`config.mk`:
```
export PLATFORM = sky130hd
export DESIGN_NAME = vga_timing_gen
export DESIGN_NICKNAME = d
export VERILOG_FILES = /design/src/rtl/vga_timing_gen_pkg.sv /design/src/rtl/vga_timing_gen_clk_enable_div.sv /design/src/rtl/vga_timing_gen.sv
export SDC_FILE = /design/constraint.sdc
export NUM_CORES = 1
export LEC_CHECK = 0
export CAP_MARGIN = 10
export CORE_AREA = 5 5 81 83
export DETAILED_ROUTE_END_ITERATION = 12
export DIE_AREA = 0 0 86 88
export PLACE_DENSITY_LB_ADDON = 0.12
export RECOVER_POWER = 50
export SETUP_SLACK_MARGIN = 0.5
export SYNTH_ARGS = -nofsm -noshare
export SYNTH_HDL_FRONTEND = slang
export SYNTH_SLANG_ARGS = --single-unit
```
`constraint.sdc`:
```
create_clock -name clk -period 2.65 [get_ports clk]
set_input_delay 0.53 -clock clk [delete_from_list [all_inputs] [get_ports clk]]
set_output_delay 0.53 -clock clk [all_outputs]
set_load 0.02 [all_outputs]
```
`src/rtl/vga_timing_gen_pkg.sv`:
```
// Shared VGA timing presets, default sync polarities and a small window-decode helper.
package vga_timing_gen_pkg;

  // 640x480@60 (25.175 MHz nominal, 25 MHz from a 50 MHz board clock)
  localparam int VGA640_H_ACTIVE = 640;
  localparam int VGA640_H_FP     = 16;
  localparam int VGA640_H_SYNC   = 96;
  localparam int VGA640_H_BP     = 48;
  localparam int VGA640_V_ACTIVE = 480;
  localparam int VGA640_V_FP     = 10;
  localparam int VGA640_V_SYNC   = 2;
  localparam int VGA640_V_BP     = 33;

  // 800x600@60 (40 MHz pixel)
  localparam int SVGA800_H_ACTIVE = 800;
  localparam int SVGA800_H_FP     = 40;
  localparam int SVGA800_H_SYNC   = 128;
  localparam int SVGA800_H_BP     = 88;
  localparam int SVGA800_V_ACTIVE = 600;
  localparam int SVGA800_V_FP     = 1;
  localparam int SVGA800_V_SYNC   = 4;
  localparam int SVGA800_V_BP     = 23;

  localparam logic DEF_HS_POL = 1'b0;
  localparam logic DEF_VS_POL = 1'b0;

  // True when v lies in the half-open window [lo, lo+len)
  function automatic logic in_span(input int v, input int lo, input int len);
    return (v >= lo) && (v < lo + len);
  endfunction

endpackage

```
`src/rtl/vga_timing_gen_clk_enable_div.sv`:
```
// Free-running prescaler: ce is high for one clk in every DIV (tied high when DIV=1).
module clk_enable_div #(
  parameter int DIV = 2
) (
  input  logic clk,
  input  logic reset,
  output logic ce
);

  localparam int CW = (DIV > 1) ? $clog2(DIV) : 1;
  localparam logic [CW-1:0] LAST = CW'(DIV - 1);

  logic [CW-1:0] div_cnt;

  always_ff @(posedge clk) begin
    if (reset)               div_cnt <= '0;
    else if (div_cnt == LAST) div_cnt <= '0;
    else                     div_cnt <= div_cnt + CW'(1);
  end

  assign ce = (div_cnt == LAST);

endmodule

```
`src/rtl/vga_timing_gen.sv`:
```
// VGA raster timing: pixel-enable prescaler, h/v counters and registered sync/de/coordinate decode.
module vga_timing_gen
  import vga_timing_gen_pkg::*;
#(
  parameter int   H_ACTIVE = VGA640_H_ACTIVE,
  parameter int   H_FP     = VGA640_H_FP,
  parameter int   H_SYNC   = VGA640_H_SYNC,
  parameter int   H_BP     = VGA640_H_BP,
  parameter int   V_ACTIVE = VGA640_V_ACTIVE,
  parameter int   V_FP     = VGA640_V_FP,
  parameter int   V_SYNC   = VGA640_V_SYNC,
  parameter int   V_BP     = VGA640_V_BP,
  parameter logic HS_POL   = DEF_HS_POL,
  parameter logic VS_POL   = DEF_VS_POL,
  parameter int   CLK_DIV  = 2,
  parameter int   X_W      = 10,
  parameter int   Y_W      = 10
) (
  input  logic           clk,
  input  logic           reset,
  output logic           pix_ce,
  output logic           hsync,
  output logic           vsync,
  output logic           de,
  output logic [X_W-1:0] x,
  output logic [Y_W-1:0] y,
  output logic           line_start,
  output logic           frame_start
);

  localparam int H_TOTAL = H_ACTIVE + H_FP + H_SYNC + H_BP;
  localparam int V_TOTAL = V_ACTIVE + V_FP + V_SYNC + V_BP;
  localparam logic [X_W-1:0] H_LAST = X_W'(H_TOTAL - 1);
  localparam logic [Y_W-1:0] V_LAST = Y_W'(V_TOTAL - 1);
  localparam logic [X_W-1:0] H_VIS  = X_W'(H_ACTIVE);
  localparam logic [Y_W-1:0] V_VIS  = Y_W'(V_ACTIVE);

  if (CLK_DIV < 1 || CLK_DIV > 16 ||
      H_ACTIVE < 1 || H_FP < 1 || H_SYNC < 1 || H_BP < 1 ||
      V_ACTIVE < 1 || V_FP < 1 || V_SYNC < 1 || V_BP < 1 ||
      H_TOTAL > (1 << X_W) || V_TOTAL > (1 << Y_W)) begin : g_bad_params
    $error("vga_timing_gen: illegal timing/width parameters");
  end

  clk_enable_div #(.DIV(CLK_DIV)) u_div (
    .clk   (clk),
    .reset (reset),
    .ce    (pix_ce)
  );

  logic [X_W-1:0] h_cnt;
  logic [Y_W-1:0] v_cnt;
  logic           h_wrap, v_wrap, hs_act, vs_act;

  assign h_wrap = (h_cnt == H_LAST);
  assign v_wrap = (v_cnt == V_LAST);
  assign hs_act = in_span(int'(h_cnt), H_ACTIVE + H_FP, H_SYNC);
  assign vs_act = in_span(int'(v_cnt), V_ACTIVE + V_FP, V_SYNC);

  // Outputs capture the pre-increment counters, so x/y/de/syncs stay mutually aligned.
  always_ff @(posedge clk) begin
    if (reset) begin
      h_cnt       <= '0;
      v_cnt       <= '0;
      x           <= '0;
      y           <= '0;
      de          <= 1'b0;
      hsync       <= ~HS_POL;
      vsync       <= ~VS_POL;
      line_start  <= 1'b0;
      frame_start <= 1'b0;
    end else begin
      line_start  <= 1'b0;
      frame_start <= 1'b0;
      if (pix_ce) begin
        h_cnt <= h_wrap ? '0 : h_cnt + X_W'(1);
        if (h_wrap) v_cnt <= v_wrap ? '0 : v_cnt + Y_W'(1);
        x           <= h_cnt;
        y           <= v_cnt;
        de          <= (h_cnt < H_VIS) && (v_cnt < V_VIS);
        hsync       <= hs_act ? HS_POL : ~HS_POL;
        vsync       <= vs_act ? VS_POL : ~VS_POL;
        line_start  <= (h_cnt == '0);
        frame_start <= (h_cnt == '0) && (v_cnt == '0);
      end
    end
  end

endmodule

```
==> results of run 1 <==
## area by class of cell
type	instances	area, sq um
Timing Repair Buffer	31	298
Sequential cell	46	925
Clock inverter	1	5.00
Multi-Input combinational cell	153	1030
Clock buffer	7	86.3
Tap cell	75	93.8
Inverter	8	30.0
Fill cell	599	3320
## synth_stat cells, types with 5 or more instances
library cell / number / area share (%)
dfxtp_1: 46 / 44
nor2_1: 36 / 6.5
mux2i_1: 21 / 10
nand4_1: 14 / 4.2
a21oi_1: 8 / 1.9
clkbuf_1: 8 / 1.5
inv_1: 8 / 1.5
nand3_1: 8 / 1.9
nand2b_1: 7 / 2.1
nand2_1: 6 / 1.1
xnor2_1: 6 / 2.5
xor2_1: 6 / 2.5
ha_1: 5 / 3.0
nor3_1: 5 / 1.2
## metal layers
| metal | routed length (microns) | GRT usage [%] |
|---|---|---|
| met1 | 2450 | 20.0 |
| met2 | 2030 | 19.7 |
| met3 | 268 | 3.20 |
| met4 | 112 | 5.18 |
| met5 | 0 | 0 |
## kinds of logic after synthesis
family,share of synthesized area (%)
AND/OR/NAND/NOR,25.9
flip-flops,44.5
buffers and inverters,6.29
multiplexers,10.2
AO/OA/AOI/OAI,5.02
XOR/XNOR,5.08
adder cells (fa/ha/maj),3.02
## power breakdown
part / switching [mW] / internal [mW]
sequential: 0.0107 / 0.699
combinational: 0.0392 / 0.0307
clock: 0.235 / 0.211
total: 0.285 / 0.941
## worst register-to-register path: stages (launching register included)
cell      delay (ns)
dfxtp_1         0.64
clkbuf_2        0.68
nand3_1         0.15
nor4_1          0.40
xnor2_1         0.16
nor2_1          0.05
## stage by stage
step,util [%],hold WS [ns]
after detailed placement,40.8,0.466
after CTS,42.4,0.477
after global routing,42.6,0.495
final,42.6,0.474
after floorplan,-,0.490
after global placement,40.8,0.461
## worst max-delay path by stage
stage / start / end / slack (ns) / cells past startpoint
floorplan: h_cnt[5] / v_cnt[8] / 0.64 / 5
global placement: h_cnt[1] / v_cnt[8] / 0.53 / 5
detailed placement: h_cnt[1] / v_cnt[8] / 0.47 / 5
CTS: h_cnt[1] / v_cnt[8] / 0.55 / 5
global route: u_div.ce / h_cnt[9] / 0.30 / 5
finish: u_div.ce / h_cnt[9] / 0.45 / 5
## repair_timing
item | CTS | global route
setup endpoints to repair | 1 | 6
pin swaps | 0 | 1
gates resized for setup | 3 | 1
hold buffers | 0 | 0
buffers inserted | 0 | 1
## registers in the layout, summed over array words and instances (netlist names)
| register | count |
|---|---|
| line_start | 1 |
| h_cnt | 10 |
| de | 1 |
| v_cnt | 10 |
| frame_start | 1 |
| x | 10 |
| u_div.ce | 1 |
| hsync | 1 |
| y | 10 |
| vsync | 1 |
==> results.json, run 1 <==
{
  "status": "complete, no violations",
  "hold_path_class": "reg -> reg",
  "clock_skew_ns": 0.00547,
  "crit_fanout": 31,
  "dieArea_sq_um": 7570,
  "clock_sinks": 46,
  "vias": 1628,
  "grt_pass1_wl_mm": 8.22,
  "rsz0062_at_grt": "no",
  "yosysSeqAreaShare_pct": 44.5,
  "syn-instance-count": 222,
  "fin_crit_ns": 2.20,
  "regToRegSetupSlack_ns": 0.45,
  "synth_async_sr_flop_share_pct": 0,
  "clk_path_buf_depth": 2,
  "n_antenna_cell": 0,
  "antenna_left": 0,
  "ir_drop_mv": 0.204,
  "worstSkewPairLatency_ns": 0.30,
  "timing.fmax_mhz": 454,
  "min_from": "de",
  "worstRegToRegCells": 5,
  "ys_types": 37,
  "synth_fp_nets": 229,
  "p_leak_nw": 0.886,
  "ys_warn_count": 0,
  "crit_family": "buffers and inverters",
  "fin_tns_setup_ns": 0,
  "reg2reg_to": "h_cnt[9]",
  "syn_area_per_cell_sq_um": 9.32,
  "drt-initial-drc-count": 104,
  "numPortBuffers": 27,
  "drc_errors": 0,
  "ios": 28,
  "grt_start_max_net_pins": 34,
  "finalInstanceArea_sq_um": 2460,
  "cts_root_buf": "clkbuf_8",
  "cts-buffers-inserted": 5,
  "ys_ff_latch": 46,
  "final_common_cell": "dfxtp_1",
  "whs_path_depth": 2,
  "placed_area_sq_um": 2360,
  "synth_ff_type": "dfxtp_1",
  "start_util_pct": 35.8,
  "totalWireLength_mm": 4.86,
  "slowest_delay_ns": 0.68,
  "fp-row-count": 28,
  "power_mw": 1.23,
  "slew_headroom_pct": 50.6,
  "slowest_stage": "clkbuf_2",
  "vias_per_cell": 5.07,
  "cts_tree": "done",
  "fin_nets": 252,
  "area_delta_synth_final_pct": 19.1,
  "pre_cts_ws_ns": 0.473,
  "antenna_found_initial": 0,
  "final_cell_mix": "dfxtp_1 (43), nor2_1 (36), mux2i_1 (21)",
  "die_w_microns": 86,
  "die_h_microns": 88,
  "synth-edff-count": 0,
  "track_usage_pct": 13.8,
  "clkTransAtPathRegs_ns": 0.08,
  "grt-ovfl-total": 0,
  "cp.arrival_ns": 2.38,
  "powerDensity_nw_per_um2": 497,
  "final_cell_count_no_fill": 321,
  "wl_per_cell_microns": 15.1,
  "firstDrtPassIters": 4,
  "dp_hpwl_mm": 3.36,
  "period_share_pct": 83.0,
  "dp_cells": 312,
  "syn_area_sq_um": 2070,
  "whs_endpoint": "de",
  "path_buf_inv": 1,
  "core_sq_um": 5780,
  "cp-start-kind": "register",
  "cp_cell_sequence": "clkbuf_2 -> nand3_1 -> nor4_1 -> xnor2_1 -> nor2_1",
  "slew_viol_final": 0,
  "tightest_slew_ns": 0.741,
  "place_congestion": 0.794,
  "grt_pass1_vias": 1569,
  "maxCapViolations": 0,
  "critPathKind": "reg -> reg",
  "crit_required_ns": 2.83,
  "htree_levels": 2,
  "rr_startpoint": "u_div.ce",
  "post-route-worst-setup-slack_ns": 0.449,
  "setup_violations": 0,
  "layout-drive-gt1-share_pct": 10.6,
  "hold_viol": 0,
  "cp-end-kind": "register"
}
(Power assumes the default switching activity.)
==> run 2, diff against run 1 <==
Clock period 2.65 ns to 1.77 ns, I/O delays scaled along.
==> run 2 against run 1 <==
The run now ends with setup timing left. Largest power group unchanged. Critical path depth down 1. Final area increased by 9.2%. Utilization increased by 3.9 points. Clock skew increased by 0.0062 ns. Clock-buffer cell count shrank 1. Setup slack worse by 0.57 ns. Highest routed layer unchanged. Via count increased by 2.8%. Clock power is 54% higher. Final cell count up 8.7%. Total power rose by 55%. Fmax increased by 17%.
==> results.json, run 2 (synthesis results as in run 1) <==
{
  "status": "complete, but fails checks",
  "violations": "setup timing",
  "totalWireLength_mm": 5.01,
  "htree_levels": 2,
  "vias_per_cell": 4.80,
  "dp_hpwl_mm": 3.66,
  "drc_errors": 0,
  "grt-ovfl-total": 0,
  "clk_path_buf_depth": 2,
  "antenna_left": 0,
  "n_antenna_cell": 0,
  "startpoint": "h_cnt[5]",
  "critPathKind": "reg -> reg",
  "cp.arrival_ns": 2.13,
  "vias": 1674,
  "fin_nets": 280,
  "cts-buffers-inserted": 5,
  "gr-usage-met3_pct": 3.39,
  "post-route-worst-setup-slack_ns": -0.117,
  "period_share_pct": 107,
  "area_delta_synth_final_pct": 30.0,
  "fp-row-count": 28,
  "numPortBuffers": 27,
  "clock_sinks": 46,
  "ir_drop_mv": 0.314,
  "rr_startpoint": "h_cnt[5]",
  "core_sq_um": 5780,
  "hold_buffers": 0,
  "pre_cts_ws_ns": -0.139,
  "grt_pass1_vias": 1597,
  "busiest_layer": "met2",
  "dieArea_sq_um": 7570,
  "crit_required_ns": 2.01,
  "layout-drive-gt1-share_pct": 28.1,
  "slew_headroom_pct": 70.3,
  "fill_cells": 589,
  "powerDensity_nw_per_um2": 706,
  "timing.fmax_mhz": 530,
  "drt-initial-drc-count": 58,
  "crit_fanout": 3,
  "wl_per_cell_microns": 14.4,
  "worstSkewPairLatency_ns": 0.30,
  "die_w_microns": 86,
  "tightest_slew_ns": 0.446,
  "antenna_found_initial": 0,
  "rsz0062_at_grt": "yes",
  "start_util_pct": 35.8,
  "met2_usage_pct": 20.5,
  "cts_tree": "done",
  "place_congestion": 0.784,
  "slew_viol_final": 0,
  "cp-end-kind": "register",
  "min_from": "de",
  "cts_root_buf": "clkbuf_8",
  "hold_viol": 0,
  "grt_use_met1_pct": 20.0,
  "setup_violations": 14,
  "p_leak_nw": 0.997,
  "clock_skew_ns": 0.0117,
  "ios": 28,
  "die_h_microns": 88,
  "final_common_cell": "dfxtp_1",
  "fin_hold_ws_ns": 0.476,
  "grt_start_max_net_pins": 20,
  "grt_pass1_wl_mm": 8.15,
  "finish.utilization_pct": 46.6,
  "firstDrtPassIters": 4,
  "fin_crit_ns": 1.89,
  "maxCapViolations": 0,
  "hold_path_class": "reg -> reg",
  "cp-start-kind": "register",
  "clkTransAtPathRegs_ns": 0.09,
  "final_cell_mix": "dfxtp_1 (40), nor2_1 (36), buf_4 (26)",
  "power_mw": 1.90,
  "track_usage_pct": 14.0
}
## run 2: worst max-delay path: stages (launching register included)
cell,delay [ns]
dfxtp_2,0.33
or4b_4,0.53
or4_4,0.43
or4_4,0.43
a21oi_2,0.12
## run 2: path summary, 6_finish.rpt
path / endpoint / slack, ns / cells after the start
max: v_cnt[8] / -0.12 / 4
min: de / 0.48 / 2
min reg2reg: de / 0.48 / 2
max reg2reg: v_cnt[8] / -0.12 / 4
## run 2: layout make-up
type                    count  area, sq um  area share (%)
well taps                  75         93.8            3.49
multi-input cells         153         1150            42.6
clock inverters             2         16.3           0.604
flip-flops and latches     46          928            34.5
clock buffers               6         82.6            3.07
repair buffers             59          390            14.5
inverters                   8         32.5            1.21
## run 2: through the flow
step	cell area, sq um	TNS, ns	cells
after global placement	2550	-0.701	334
after global routing	2690	-1.41	349
final	2690	-0.832	349
after CTS	2690	-0.506	344
after detailed placement	2550	-0.992	334
after floorplan	2120	-1.23	222
## run 2: repair_timing
item / 4_1_cts / 5_1_grt
pin swaps: 5 / 7
setup buffers: 2 / 5
cloned: 0 / 0
endpoints found under the setup margin: 50 / 34
resized for setup: 117 / 23
## run 2: layer usage
layer,wire length [microns],up-vias,share of wire (%)
met3,163,5,3.3
met1,2640,766,53
li1,-,875,-
met2,2170,28,43
met5,0,-,0
met4,43,0,0.86
## run 2: power breakdown
group          switching [mW]  internal [mW]
logic                  0.0812         0.0744
clock network           0.367          0.322
registers             0.00828           1.05
total                   0.457           1.44
